===== config.mk =====
export PLATFORM = sky130hd
export DESIGN_NAME = spart_rx
export DESIGN_NICKNAME = d
export VERILOG_FILES = /design/src/rtl/spart_pkg.sv /design/src/rtl/spart_sync.sv /design/src/rtl/spart_rx.sv
export SDC_FILE = /design/constraint.sdc
export NUM_CORES = 1
export LEC_CHECK = 0
export BUFFER_PORTS_ARGS = -buffer_cell sky130_fd_sc_hd__buf_4
export CAP_MARGIN = 10
export CORE_UTILIZATION = 56
export DETAILED_ROUTE_END_ITERATION = 10
export PLACE_DENSITY = 0.77
export SLEW_MARGIN = 10
export SYNTH_ARGS = -nofsm -noshare
export SYNTH_HDL_FRONTEND = slang
export SYNTH_SLANG_ARGS = --single-unit

===== constraint.sdc =====
create_clock -name clk -period 1.5 [get_ports clk]
set_input_delay 0.15 -clock clk [delete_from_list [all_inputs] [get_ports clk]]
set_output_delay 0.15 -clock clk [all_outputs]
set_load 0.02 [all_outputs]

===== src/rtl/spart_pkg.sv =====
// Shared SPART definitions: oversampling constants and the receive FSM state type.
package spart_pkg;

  localparam int OVERSAMPLE = 16;
  localparam int HALF_BIT   = OVERSAMPLE / 2;
  localparam int DATA_BITS  = 8;

  typedef enum logic [1:0] {
    IDLE  = 2'd0,
    START = 2'd1,
    DATA  = 2'd2,
    STOP  = 2'd3
  } rx_state_t;

endpackage


===== src/rtl/spart_sync.sv =====
// Two-flop synchroniser for an asynchronous input, plus falling-edge detect on the
// synchronised level. Flops reset to 1 so an idle-high line gives no edge out of reset.
module spart_sync (
  input  logic clk,
  input  logic rst,
  input  logic async_in,
  output logic sync_out,
  output logic fall
);

  logic meta;
  logic sync_q;
  logic sync_d;

  // NOTE: sequential state uses non-blocking assignments so every flop samples
  // pre-edge values; blocking here would collapse the chain into one flop.
  always_ff @(posedge clk) begin
    if (rst) begin
      meta   <= 1'b1;
      sync_q <= 1'b1;
      sync_d <= 1'b1;
    end else begin
      meta   <= async_in;
      sync_q <= meta;
      sync_d <= sync_q;
    end
  end

  assign sync_out = sync_q;
  assign fall     = sync_d & ~sync_q;

endmodule


===== src/rtl/spart_rx.sv =====
// SPART receiver: deserialises 8N1 frames using a 16x oversample tick and presents
// the byte with rda / framing_err / overrun to the bus-interface logic.
module spart_rx #(
  parameter int DATA_BITS  = spart_pkg::DATA_BITS,
  parameter int OVERSAMPLE = spart_pkg::OVERSAMPLE
) (
  input  logic                 clk,
  input  logic                 rst,
  input  logic                 enable,
  input  logic                 rxd,
  input  logic                 rd_strobe,
  output logic [DATA_BITS-1:0] rx_data,
  output logic                 rda,
  output logic                 framing_err,
  output logic                 overrun
);

  import spart_pkg::*;

  localparam int CW   = $clog2(OVERSAMPLE);
  localparam int BW   = $clog2(DATA_BITS);
  localparam int HALF = OVERSAMPLE / 2;

  localparam logic [1:0] S_IDLE  = IDLE;
  localparam logic [1:0] S_START = START;
  localparam logic [1:0] S_DATA  = DATA;
  localparam logic [1:0] S_STOP  = STOP;

  logic [1:0]           state;
  logic [CW-1:0]        tick_cnt;
  logic [BW-1:0]        bit_idx;
  logic [DATA_BITS-1:0] shift;
  logic                 rx_s;
  logic                 start_det;
  logic                 tick_half;
  logic                 tick_last;
  logic                 frame_done;

  spart_sync u_sync (
    .clk      (clk),
    .rst      (rst),
    .async_in (rxd),
    .sync_out (rx_s),
    .fall     (start_det)
  );

  assign tick_half  = enable && (tick_cnt == CW'(HALF - 1));
  assign tick_last  = enable && (tick_cnt == CW'(OVERSAMPLE - 1));
  assign frame_done = (state == S_STOP) && tick_last;

  // NOTE: the shift register is reset along with the control state so that
  // rx_data can never present bits left over from before reset.
  always_ff @(posedge clk) begin
    if (rst) begin
      state    <= S_IDLE;
      tick_cnt <= '0;
      bit_idx  <= '0;
      shift    <= '0;
    end else begin
      if (enable && state != S_IDLE) tick_cnt <= tick_cnt + 1'b1;
      case (state)
        S_IDLE: begin
          if (start_det) begin
            tick_cnt <= '0;
            state    <= S_START;
          end
        end
        S_START: begin
          // Mid-start-bit check: a line back high means a glitch, not a frame.
          if (tick_half) begin
            tick_cnt <= '0;
            bit_idx  <= '0;
            state    <= rx_s ? S_IDLE : S_DATA;
          end
        end
        S_DATA: begin
          if (tick_last) begin
            shift   <= {rx_s, shift[DATA_BITS-1:1]};
            bit_idx <= bit_idx + 1'b1;
            if (bit_idx == BW'(DATA_BITS - 1)) state <= S_STOP;
          end
        end
        S_STOP: begin
          if (tick_last) state <= S_IDLE;
        end
        // NOTE: a default arm keeps the case complete; in combinational blocks the
        // same habit (plus defaults up front) is what prevents inferred latches.
        default: state <= S_IDLE;
      endcase
    end
  end

  // Completion outranks a simultaneous read: the new byte stays flagged as unread.
  always_ff @(posedge clk) begin
    if (rst) begin
      rx_data     <= '0;
      rda         <= 1'b0;
      framing_err <= 1'b0;
      overrun     <= 1'b0;
    end else if (frame_done) begin
      rx_data     <= shift;
      rda         <= 1'b1;
      framing_err <= ~rx_s;
      overrun     <= rd_strobe ? 1'b0 : (overrun | rda);
    end else if (rd_strobe) begin
      rda         <= 1'b0;
      framing_err <= 1'b0;
      overrun     <= 1'b0;
    end
  end

endmodule


==> metrics list <==
- Result of the run: finished clean
* Switch share: 0.207
- Reg-to-reg critical path startpoint: tick_cnt[1]
- Headroom to the max-slew limit came out at 0.756.
- Cell depth of the worst hold path: 2
* Via count of the first global-routing pass: 1012
* Number of port buffers: 15
- The share of the Yosys chip area taken by registers is 0.464.
- CTS H-tree lvls: 2
- Power density cells: just under 1000 nW/um^2
- FFs w/ async S/R, synth: 0
- Post-layout minimum cycle time: roughly 1.4 ns
* Endpoint required time on the critical path: 1.74 ns
* Count of max-cap constraint violations: 0
* Clock-pin slew on the worst setup and hold paths: ~0.090 ns
- Clock insertion delay at the later pin of the skew report: ~0.33 ns
- The internal portion of the total power is 1.24 mW.
- All-layer global routing usage: 0.247
- Number of hold-slack violations in the final timing report: 0
* Final standard cell count with taps included and fillers excluded: 200
* Capture point of the worst reg-to-reg path: state[0]
- The first routing iteration left 47 violations.
- The library cell used most frequently in the layout, excluding fill and tap cells, is sky130_fd_sc_hd__dfxtp_1.
- Core area: 2230 um^2
- After detailed routing, the number of remaining DRC violations is 0.
* Setup repair after global routing missed its margin: false
- In the post-synthesis netlist, the biggest area contributors are sky130_fd_sc_hd__dfxtp_1, sky130_fd_sc_hd__a21oi_1, sky130_fd_sc_hd__nand3_1, sky130_fd_sc_hd__o21ai_0, sky130_fd_sc_hd__buf_4.
* Post-route core utilization: 0.708
* Via count normalized by instance count: between 5 and 6
- Once the clock tree was built, the setup fixing pass inserted 0 buffers.
- Total of flip-flops plus latches after synthesis: 31
* Detailed placement HPWL: 1920 um
- Among all flip-flop cells after synthesis, the most frequent one is sky130_fd_sc_hd__dfxtp_1.
- Yosys top cell area share: 0.464
- LEAKAGE: 0.585 nW
- After floorplanning, the core was divided into 17 placement rows.
* Dominant cell type by area after synthesis: sky130_fd_sc_hd__dfxtp_1
- Of all nets on the critical path, the largest fanout is 5.
* Largest net degree at the start of global routing: 27
- Crit path kind: reg2reg
* Netlist cell types: 37
- Total Power Consumption: 1.57 mW
- Of the total power, combinational logic draws 0.033.
- Global placement routability congestion: between 0.9 and 1
* CTS tree: done
- Synth-to-layout area growth: 18.4%
- NumNets Final: 179
- Clock sinks: 31
* Post-Synthesis Cell Area: between 1000 and 1500 um^2
- Library cell used as clock root buffer: sky130_fd_sc_hd__clkbuf_4
- Sequential group share of total power: 0.533
- Leaving out fill and tap cells, the most frequent cells in the layout are sky130_fd_sc_hd__dfxtp_1, sky130_fd_sc_hd__a21oi_1, sky130_fd_sc_hd__nand3_1, sky130_fd_sc_hd__o21ai_0, sky130_fd_sc_hd__buf_4.
* Total negative slack for setup checks: 0 ns
- After global routing the overflow that remains totals 0.
- Hold endpoint: rda
* Source of the worst hold timing path: rst
- Average footprint of a synthesized cell: 8.68 um^2
- STA classifies the critical path startpoint as a register.
- STA classifies the critical path endpoint as a register.
* Final worst hold slack: 0.166 ns
- The die is 50.9 um wide.
* Yosys warns: 0
* Reg2reg setup slack: between 0.1 and 0.15 ns
- For the worst setup path, the data arrival time is 1.62 ns.
- Vias post-DR: 1190
- The synthesized design contains 0 enable-type register cells.
* Post-Synthesis Net Count: between 150 and 200
- Max Fclk: approximately 0.73 GHz
- The tightest min-delay check is of the in2reg type.
- Least-Margin Pin Slew: 0.366 ns
* Final number of setup-violating endpoints: 0
- The die is 50.9 um tall.
- The floorplan step defined a die boundary enclosing 2590 um^2.
- Placed Instances: 190
- IR analysis of the VDD net gives a maximum drop of ~600 uV.
* Wire length of the first global-routing pass: 4620 um
- Number of CTS-inserted buffers: 5
- Switching component of the power: 0.325 mW
* Number of search-and-repair iterations in the first detailed-routing pass: 4
- Of the cells placed in the final design, the portion with a size suffix greater than 1 is 0.227.
- Total Wirelength: 2780 um
- Count of final max-slew check failures: 0
- 16 I/O pins were placed.
- Share of the cycle needed by the critical path after routing: 0.917
* ANT nets after route: 0
* Diodes inserted: 0
- For this configuration, the core starts out at a cell density of 0.598.
- Clock Tree Buf Depth: 2
* Number of antenna violations at the first check in global routing: 0
- Wirelength per Cell: 13.9 um
* Count of mapped cells out of synthesis: around 150
- Across the routed clock network, the largest skew measured is 0.00686 ns.
* Cells on worst reg2reg path: 4
- Of the total power, the clock network draws 0.435.
timing repair:
action	in CTS	in global routing
hold buffers	2	0
hold endpoints to repair	2	0
gates resized for setup	0	5
setup endpoints to repair	0	20
layer usage:
layer | global-route usage | up-vias | share of wire
li1 | - | 590 | -
met1 | 0.327 | 564 | 0.46
met2 | 0.364 | 32 | 0.48
met3 | 0.0625 | 4 | 0.046
met4 | 0.139 | 0 | 0.0097
met5 | 0 | - | 0
critical path, cell delays in order (launching register included):
cell and delay, ns:
sky130_fd_sc_hd__dfxtp_1 0.36, sky130_fd_sc_hd__ha_2 0.22, sky130_fd_sc_hd__and4_2 0.31, sky130_fd_sc_hd__a32oi_1 0.13
sky130_fd_sc_hd__a221oi_2 0.27
synthesized netlist by cell type, drive strengths merged (2+ instances only):
cell / n
buf: 6
nand2: 3
nand3: 21
o211ai: 2
or2: 2
a31oi: 2
nand2b: 3
clkbuf: 6
nor3: 2
a21oi: 23
inv: 4
nor2: 5
ha: 3
o21ai: 22
nor2b: 3
dfxtp: 31
registers in the layout, indices dropped and copies added (netlist names), named ones only:
register         cells
rx_data              8
shift                8
tick_cnt             4
bit_idx              3
framing_err          1
overrun              1
rda                  1
state                1
u_sync.meta          1
u_sync.sync_d        1
u_sync.sync_out      1
logic make-up after synthesis:
kind of cell / count (synthesis) / share of synthesized area
fa+ha+maj: 3 / 0.0281
mux: 1 / 0.00749
xor+xnor: 1 / 0.00656
buf+inv: 16 / 0.0609
compound gates: 56 / 0.241
flops: 31 / 0.464
simple gates: 46 / 0.192
layout make-up:
type	count	area [um^2]
Clock buffer	6	51.3
Clock inverter	2	35.0
Fill cell	181	652
Inverter	4	15.0
Multi-Input combinational cell	107	638
Sequential cell	31	624
Tap cell	28	35.0
Timing Repair Buffer	22	183
power groups by stage:
stage / Clock, mW / Combinational (mW) / Sequential (mW)
floorplan: 0 / 0.0359 / 0.850
global placement: 0 / 0.0457 / 0.854
detailed placement: 0 / 0.0472 / 0.854
CTS: 0.691 / 0.0514 / 0.835
global route: 0.733 / 0.0571 / 0.837
finish: 0.682 / 0.0516 / 0.836
worst max path at each step:
| stage | to | start | slack, ns |
|---|---|---|---|
| finish | state[0] | tick_cnt[1] | 0.12 |
| global route | state[0] | tick_cnt[1] | 0.04 |
| CTS | state[0] | tick_cnt[0] | 0.03 |
| detailed placement | state[0] | tick_cnt[0] | 0.05 |
| global placement | state[0] | tick_cnt[0] | 0.13 |
| floorplan | shift[1] | tick_cnt[0] | 0.15 |
stage by stage:
| stage | instance area [um^2] | worst slack [ns] |
|---|---|---|
| after floorplan | 1340 | 0.150 |
| after global placement | 1470 | 0.132 |
| after detailed placement | 1470 | 0.0486 |
| after CTS | 1570 | 0.0338 |
| after global routing | 1580 | 0.0366 |
| final | 1580 | 0.124 |
(Power assumes the default switching activity.)
